===== src/rtl/writeback_unit_if.sv =====
// Handshake and result bus between decode, the ALU/load units and the writeback unit.
// master = the surrounding pipeline, slave = writeback_unit.
interface writeback_unit_if #(
  parameter int DATA_W = 16,
  parameter int ADDR_W = 4
);
  localparam int NREGS = 2 ** ADDR_W;

  logic              issue_valid;
  logic [ADDR_W-1:0] issue_dest;
  logic              issue_stall;
  logic              alu_valid;
  logic              alu_ready;
  logic [ADDR_W-1:0] alu_dest;
  logic [DATA_W-1:0] alu_data;
  logic              mem_valid;
  logic              mem_ready;
  logic [ADDR_W-1:0] mem_dest;
  logic [DATA_W-1:0] mem_data;
  logic              rf_wr_en;
  logic [ADDR_W-1:0] rf_wr;
  logic [DATA_W-1:0] rf_wr_data;
  logic [NREGS-1:0]  busy;
  logic [ADDR_W-1:0] fwd_addr_1;
  logic [ADDR_W-1:0] fwd_addr_2;
  logic              fwd_hit_1;
  logic              fwd_hit_2;
  logic [DATA_W-1:0] fwd_data_1;
  logic [DATA_W-1:0] fwd_data_2;

  modport master (
    output issue_valid, issue_dest, alu_valid, alu_dest, alu_data,
           mem_valid, mem_dest, mem_data, fwd_addr_1, fwd_addr_2,
    input  issue_stall, alu_ready, mem_ready, rf_wr_en, rf_wr, rf_wr_data,
           busy, fwd_hit_1, fwd_hit_2, fwd_data_1, fwd_data_2
  );

  modport slave (
    input  issue_valid, issue_dest, alu_valid, alu_dest, alu_data,
           mem_valid, mem_dest, mem_data, fwd_addr_1, fwd_addr_2,
    output issue_stall, alu_ready, mem_ready, rf_wr_en, rf_wr, rf_wr_data,
           busy, fwd_hit_1, fwd_hit_2, fwd_data_1, fwd_data_2
  );
endinterface


===== src/rtl/writeback_unit.sv =====
// GPR write-port producer: per-source result queues, round-robin arbitration onto one
// registered write port, pending-write scoreboard and same-cycle bypass.
module writeback_queue #(
  parameter int W     = 20,
  parameter int DEPTH = 2
) (
  input  logic         clk,
  input  logic         rst_n,
  input  logic         push_i,
  input  logic [W-1:0] din_i,
  input  logic         pop_i,
  output logic [W-1:0] dout_o,
  output logic         empty_o,
  output logic         full_o
);
  localparam int PW = $clog2(DEPTH);

  logic [W-1:0] mem_q [DEPTH];
  logic [PW:0]  wr_q, rd_q;

  // Extra pointer MSB distinguishes full from empty when the indices match.
  assign empty_o = (wr_q == rd_q);
  assign full_o  = (wr_q[PW] != rd_q[PW]) && (wr_q[PW-1:0] == rd_q[PW-1:0]);
  assign dout_o  = mem_q[rd_q[PW-1:0]];

  always_ff @(posedge clk or negedge rst_n) begin
    if (!rst_n) begin
      wr_q <= '0;
      rd_q <= '0;
    end else begin
      if (push_i) wr_q <= wr_q + {{PW{1'b0}}, 1'b1};
      if (pop_i)  rd_q <= rd_q + {{PW{1'b0}}, 1'b1};
    end
  end

  always_ff @(posedge clk) begin
    if (push_i) mem_q[wr_q[PW-1:0]] <= din_i;
  end
endmodule

module writeback_unit #(
  parameter int DATA_W  = 16,
  parameter int ADDR_W  = 4,
  parameter int Q_DEPTH = 2
) (
  input logic              clk,
  input logic              rst_n,
  writeback_unit_if.slave  bus
);
  localparam int NREGS = 2 ** ADDR_W;
  localparam int NSRC  = 2;

  typedef struct packed {
    logic [ADDR_W-1:0] dest;
    logic [DATA_W-1:0] data;
  } wb_req_t;
  localparam int REQ_W = $bits(wb_req_t);

  typedef enum logic {SRC_ALU = 1'b0, SRC_MEM = 1'b1} src_e;

  logic [NSRC-1:0]            src_valid, q_push, q_pop, q_empty, q_full;
  logic [NSRC-1:0][REQ_W-1:0] q_din, q_dout;

  src_e              gnt, last_grant_q;
  wb_req_t           head;
  logic              any_pend, tie, wr_fire, issue_set;
  logic              rf_wr_en_q;
  logic [ADDR_W-1:0] rf_wr_q;
  logic [DATA_W-1:0] rf_wr_data_q;
  logic [NREGS-1:0]  busy_q, busy_d;

  assign src_valid      = {bus.mem_valid, bus.alu_valid};
  assign q_din[SRC_ALU] = {bus.alu_dest, bus.alu_data};
  assign q_din[SRC_MEM] = {bus.mem_dest, bus.mem_data};

  for (genvar s = 0; s < NSRC; s++) begin : g_src
    assign q_push[s] = src_valid[s] && !q_full[s];
    assign q_pop[s]  = any_pend && (int'(gnt) == s);

    writeback_queue #(.W(REQ_W), .DEPTH(Q_DEPTH)) u_q (
      .clk     (clk),
      .rst_n   (rst_n),
      .push_i  (q_push[s]),
      .din_i   (q_din[s]),
      .pop_i   (q_pop[s]),
      .dout_o  (q_dout[s]),
      .empty_o (q_empty[s]),
      .full_o  (q_full[s])
    );
  end

  assign bus.alu_ready = !q_full[SRC_ALU];
  assign bus.mem_ready = !q_full[SRC_MEM];

  assign any_pend = |(~q_empty);
  assign tie      = &(~q_empty);

  // last_grant only moves on a tie, so a lone source never steals the next tie's turn.
  always_comb begin
    gnt = SRC_ALU;
    if (tie)                   gnt = (last_grant_q == SRC_MEM) ? SRC_ALU : SRC_MEM;
    else if (!q_empty[SRC_MEM]) gnt = SRC_MEM;
  end

  assign head    = wb_req_t'(q_dout[gnt]);
  assign wr_fire = any_pend && (head.dest != '0);

  assign bus.issue_stall = bus.issue_valid && busy_q[bus.issue_dest] && (bus.issue_dest != '0);
  assign issue_set       = bus.issue_valid && !bus.issue_stall && (bus.issue_dest != '0);

  // Set is applied after clear so a same-edge reissue keeps the register pending.
  always_comb begin
    busy_d = busy_q;
    if (wr_fire)   busy_d[head.dest]       = 1'b0;
    if (issue_set) busy_d[bus.issue_dest] = 1'b1;
  end

  always_ff @(posedge clk or negedge rst_n) begin
    if (!rst_n) begin
      rf_wr_en_q   <= 1'b0;
      rf_wr_q      <= '0;
      rf_wr_data_q <= '0;
      busy_q       <= '0;
      last_grant_q <= SRC_MEM;
    end else begin
      rf_wr_en_q <= wr_fire;
      if (wr_fire) begin
        rf_wr_q      <= head.dest;
        rf_wr_data_q <= head.data;
      end
      if (tie) last_grant_q <= gnt;
      busy_q <= busy_d;
    end
  end

  assign bus.rf_wr_en   = rf_wr_en_q;
  assign bus.rf_wr      = rf_wr_q;
  assign bus.rf_wr_data = rf_wr_data_q;
  assign bus.busy       = busy_q;

  // The GPR file returns the pre-write value on a write edge, so decode takes these instead.
  assign bus.fwd_hit_1  = rf_wr_en_q && (rf_wr_q == bus.fwd_addr_1) && (rf_wr_q != '0);
  assign bus.fwd_hit_2  = rf_wr_en_q && (rf_wr_q == bus.fwd_addr_2) && (rf_wr_q != '0);
  assign bus.fwd_data_1 = bus.fwd_hit_1 ? rf_wr_data_q : '0;
  assign bus.fwd_data_2 = bus.fwd_hit_2 ? rf_wr_data_q : '0;
endmodule


===== src/flat_wrapper.sv =====
// flat-port wrapper written by rule: the top's interface ports become plain ports
module writeback_unit_flat 
#(
  parameter int DATA_W  = 16,
  parameter int ADDR_W  = 4,
  parameter int Q_DEPTH = 2
)
  (clk, rst_n, bus_issue_valid, bus_issue_dest, bus_alu_valid, bus_alu_dest, bus_alu_data, bus_mem_valid, bus_mem_dest, bus_mem_data, bus_fwd_addr_1, bus_fwd_addr_2, bus_issue_stall, bus_alu_ready, bus_mem_ready, bus_rf_wr_en, bus_rf_wr, bus_rf_wr_data, bus_busy, bus_fwd_hit_1, bus_fwd_hit_2, bus_fwd_data_1, bus_fwd_data_2);
  writeback_unit_if #(.DATA_W(DATA_W), .ADDR_W(ADDR_W)) bus_i ();
  input logic clk;
  input logic rst_n;
  input wire logic [$bits(bus_i.issue_valid)-1:0] bus_issue_valid;
  input wire logic [$bits(bus_i.issue_dest)-1:0] bus_issue_dest;
  input wire logic [$bits(bus_i.alu_valid)-1:0] bus_alu_valid;
  input wire logic [$bits(bus_i.alu_dest)-1:0] bus_alu_dest;
  input wire logic [$bits(bus_i.alu_data)-1:0] bus_alu_data;
  input wire logic [$bits(bus_i.mem_valid)-1:0] bus_mem_valid;
  input wire logic [$bits(bus_i.mem_dest)-1:0] bus_mem_dest;
  input wire logic [$bits(bus_i.mem_data)-1:0] bus_mem_data;
  input wire logic [$bits(bus_i.fwd_addr_1)-1:0] bus_fwd_addr_1;
  input wire logic [$bits(bus_i.fwd_addr_2)-1:0] bus_fwd_addr_2;
  output wire logic [$bits(bus_i.issue_stall)-1:0] bus_issue_stall;
  output wire logic [$bits(bus_i.alu_ready)-1:0] bus_alu_ready;
  output wire logic [$bits(bus_i.mem_ready)-1:0] bus_mem_ready;
  output wire logic [$bits(bus_i.rf_wr_en)-1:0] bus_rf_wr_en;
  output wire logic [$bits(bus_i.rf_wr)-1:0] bus_rf_wr;
  output wire logic [$bits(bus_i.rf_wr_data)-1:0] bus_rf_wr_data;
  output wire logic [$bits(bus_i.busy)-1:0] bus_busy;
  output wire logic [$bits(bus_i.fwd_hit_1)-1:0] bus_fwd_hit_1;
  output wire logic [$bits(bus_i.fwd_hit_2)-1:0] bus_fwd_hit_2;
  output wire logic [$bits(bus_i.fwd_data_1)-1:0] bus_fwd_data_1;
  output wire logic [$bits(bus_i.fwd_data_2)-1:0] bus_fwd_data_2;
  assign bus_i.issue_valid = bus_issue_valid;
  assign bus_i.issue_dest = bus_issue_dest;
  assign bus_i.alu_valid = bus_alu_valid;
  assign bus_i.alu_dest = bus_alu_dest;
  assign bus_i.alu_data = bus_alu_data;
  assign bus_i.mem_valid = bus_mem_valid;
  assign bus_i.mem_dest = bus_mem_dest;
  assign bus_i.mem_data = bus_mem_data;
  assign bus_i.fwd_addr_1 = bus_fwd_addr_1;
  assign bus_i.fwd_addr_2 = bus_fwd_addr_2;
  assign bus_issue_stall = bus_i.issue_stall;
  assign bus_alu_ready = bus_i.alu_ready;
  assign bus_mem_ready = bus_i.mem_ready;
  assign bus_rf_wr_en = bus_i.rf_wr_en;
  assign bus_rf_wr = bus_i.rf_wr;
  assign bus_rf_wr_data = bus_i.rf_wr_data;
  assign bus_busy = bus_i.busy;
  assign bus_fwd_hit_1 = bus_i.fwd_hit_1;
  assign bus_fwd_hit_2 = bus_i.fwd_hit_2;
  assign bus_fwd_data_1 = bus_i.fwd_data_1;
  assign bus_fwd_data_2 = bus_i.fwd_data_2;
  writeback_unit #(.DATA_W(DATA_W), .ADDR_W(ADDR_W), .Q_DEPTH(Q_DEPTH)) u_core (.clk(clk), .rst_n(rst_n), .bus(bus_i));
endmodule

===== config.mk =====
export PLATFORM = sky130hd
export DESIGN_NAME = writeback_unit_flat
export DESIGN_NICKNAME = d
export VERILOG_FILES = /design/src/rtl/writeback_unit_if.sv /design/src/rtl/writeback_unit.sv /design/src/flat_wrapper.sv
export SDC_FILE = /design/constraint.sdc
export NUM_CORES = 1
export LEC_CHECK = 0
export ABC_AREA = 1
export BUFFER_PORTS_ARGS = -buffer_cell sky130_fd_sc_hd__buf_2
export CAP_MARGIN = 0
export CORE_ASPECT_RATIO = 1.4
export CORE_UTILIZATION = 50
export DETAILED_ROUTE_END_ITERATION = 8
export PLACE_DENSITY = 0.76
export SLEW_MARGIN = 20
export SYNTH_ARGS = -nofsm -noshare
export SYNTH_HDL_FRONTEND = slang
export SYNTH_SLANG_ARGS = --single-unit

===== constraint.sdc =====
create_clock -name clk -period 2.3 [get_ports clk]
set_input_delay 0.115 -clock clk [delete_from_list [all_inputs] [get_ports clk]]
set_output_delay 0.115 -clock clk [all_outputs]
set_load 0.01 [all_outputs]

==> results.md <==
- Cell Chain, Critical Path: inv_1 -> nand3_1 -> nand2_1 -> or3_1 -> nor3_4 -> inv_4 -> nor2_1 -> buf_2
- Syn Area/Cell: 9.524 um2
- Die area: 12020 um2
- Main synth FF type: edfxtp_1
- Reg power frac: 0.317
- Dpl hpwl: about 9.7 mm
- Worst slew pin tran: around 0.6 ns
- Area growth syn-to-layout: 32.02%
- Clock root cell: clkbuf_16
- VDD IR-drop max: about 810 uV
- Layout Nets: 850
- Cell Int Power: between 7 and 8 mW
- Initial antenna violation count: 0
- NetSw: about 5.2 mW
- Final slew viol count: 0
- Clock sinks: 126
- Largest net degree at the start of global routing: 23
- Area after DPL: 6609 um2
- Status: finished with violations
- Top delay family on crit path: simple AND/OR/NAND/NOR gates
- Worst clock skew: approximately 0.0096 ns
- Max-cap violations: 0
- First drt pass iteration count: 5
- GR Util met3: 0.05458
- Setup TNS: 0 ns
- Netlist Area Pre-Place: slightly below 6000 um2
- Row Count: 46
- Final Hold Fails: 1
- Total Wirelength: about 13 mm
- Via/cell ratio: between 5 and 6
- Post-CTS Setup Inserts: 0
- Routed vias: between 4k and 5k
- Critical Path AT: just over 2 ns
- Clock-pin slew on the worst setup and hold paths: approximately 0.05 ns
- Synth top area share: 0.4149
- Antenna viol nets, final: 0
- Leak Pwr: approximately 3.6 nW
- Ranking of synthesized cells by area: edfxtp_1 (41%), dfrtp_1 (19%), nand2_1 (9.7%)
- CTS tree: built
- # port buffers: 130
- CP Capture Type: primary output
- Die Y: roughly 130 um
- Combinational share of power: 0.465
- Die X: roughly 93 um
- Commonest non-fill, non-tap cells in the layout: nand2_1 (150), buf_2 (130), nor2_1 (123)
- Met2 Resource Use GR: 0.4100
- Grt ovf: 0
- Post-layout min period: 2.140 ns
- CP Class: reg2out
- Final setup viols: 0
- Clk Latency, worst-skew pair: 0.42 ns
- DRC violations left: 0
- Headroom to the max-slew limit: 0.6023
- Wire per inst: 14.16 um
- Vias in the first global route: between 4k and 5k
- Post-Syn Instances: between 600 and 700
- # IOs: 131
- Pwr Density: 1593 nW/um2
- CP peak stage delay: 0.38 ns
- Area leader, netlist: edfxtp_1
- R2r setup slk: 0.19 ns
- Sequential area share after synthesis: 0.6139
- Critical Path Slowest Stage Cell: dfrtp_1
- Crit share post-route: 0.9303
- GPL Wtd Cong: ~0.84
- Layout cell share with drive strength beyond 1: 0.2878
- FMAX: 467.3 MHz
- Worst hold margin: -0.0003813 ns
- Yosys warns: 0
- Clock Power Share: 0.219
- Gr busiest metal: met2
- First-pass GRT wire length: 21.46 mm
- Final instance area: roughly 7600 um2
- Net Count, Synth: about 670
- RSZ-0062 raised after global routing: no
- Unique masters post-synth: 32
- CTS Buf Count: 17
- All-Layer GR Usage: 0.2349
- Met1 usage: 0.2759
- Failing checks: negative hold slack
- HP Class: in2reg
- Starting density of the core: 0.5133
- H-tree depth: 4
- CP Max Fanout: 16
- Number of enable flip-flop cells after synthesis: 80
- Worst EP required: 2.18 ns
- Core Area: around 11000 um2
- DRT iter0 DRCs: about 360
- Worst setup SP type: flop
- Worst Path Buf+Inv: 3
- ANT cells: 0
- Most common cell after layout, fill and taps aside: nand2_1
- Yosys reg bits: 126
- CTS Buffer Depth: 2
- FFs w/ async S/R, synth: 0.3651
- Sw frac: 0.4246
==> power by group through the flow <==
stage	clock network (mW)	logic, mW	registers (mW)
after floorplan	0	4.10	3.89
after global placement	0	5.30	3.84
after detailed placement	0	5.55	3.88
after CTS	2.69	5.64	3.84
after global routing	2.79	6.33	3.94
final	2.67	5.66	3.86
==> path summary, 6_finish.rpt <==
| path | startpoint | to | depth (start not counted) |
|---|---|---|---|
| min in group asynchronous | rst_n | u_core.bus.rf_wr_data[7]$_DFFE_PN0N_ | 2 |
| max reg2reg | u_core.g_src[0].u_q.wr_q[0]$_DFFE_PN0P_ | u_core.bus.rf_wr_data[15]$_DFFE_PN0N_ | 13 |
| min | bus_mem_valid | u_core.g_src[1].u_q.wr_q[0]$_DFFE_PN0P_ | 3 |
| max | u_core.bus.rf_wr[1]$_DFFE_PN0N_ | bus_fwd_data_2[8] | 8 |
| min reg2reg | u_core.bus.busy[0]$_DFF_PN0_ | u_core.bus.busy[0]$_DFF_PN0_ | 0 |
| max in group asynchronous | rst_n | u_core.bus.rf_wr[0]$_DFFE_PN0N_ | 3 |
==> registers in the layout, indices dropped and copies added (netlist names) <==
name / flops
u_core.bus.rf_wr: 4
u_core.bus.rf_wr_en: 1
u_core.last_grant_q: 1
u_core.g_src.u_q.wr_q: 4
u_core.bus.busy: 16
u_core.g_src.u_q.mem_q: 80
u_core.g_src.u_q.rd_q: 4
u_core.bus.rf_wr_data: 16
==> repair_timing <==
item / CTS / global route
hold endpoints to repair: 126 / 0
gates resized for setup: 0 / 6
hold buffers: 42 / 0
endpoints found under the setup margin: 0 / 36
==> logic make-up (layout without fill, tap and decap cells) <==
group | count (synthesis) | count (layout) | synth area share
buf+inv | 78 | 276 | 0.06028
compound gates | 86 | 86 | 0.09572
xor+xnor | 7 | 7 | 0.01059
flops | 126 | 126 | 0.6139
simple gates | 311 | 311 | 0.2195
==> stage by stage <==
step	power (mW)	cells	utilization	setup WS [ns]	hold WS [ns]
global route	13.06	950	0.6777	0.02965	0.01513
global placement	9.139	876	0.5858	0.2845	0.01286
finish	12.18	950	0.6777	0.1603	-0.0003813
detailed placement	9.431	876	0.5858	0.1392	0.02274
CTS	12.18	950	0.6760	0.09212	0.01060
floorplan	7.987	608	-	0.07563	-0.1806
==> synth_stat cells, drive strengths merged (2+ instances only) <==
master / count
nor3: 2
buf: 13
a22oi: 8
clkbuf: 8
inv: 57
nand2: 168
xnor2: 2
o22ai: 2
nand3: 11
o21ai: 71
xor2: 5
edfxtp: 80
nor2: 129
a21oi: 4
dfrtp: 45
==> layer usage <==
layer / wire length, um / up-vias
li1: - / 2342
met1: 5550 / 2268
met2: 6859 / 194
met3: 762 / 27
met4: 283 / 0
met5: 0 / -
==> worst min-delay path, delay by kind of cell <==
family,cells,cell delay (ns)
and+or+nand+nor,1,0.09
buffers and inverters,1,0.10
AOI/OAI and AO/OA,1,0.06
==> area by class of cell <==
class,instances,area (um2)
flip-flops and latches,126,3556
multi-input cells,404,1903
fillers,874,3636
inverters,57,221.5
well taps,144,180.2
repair buffers,187,1187
clock buffers,18,429.2
clock inverters,14,167.7
Power figures use the tool's default switching activity.
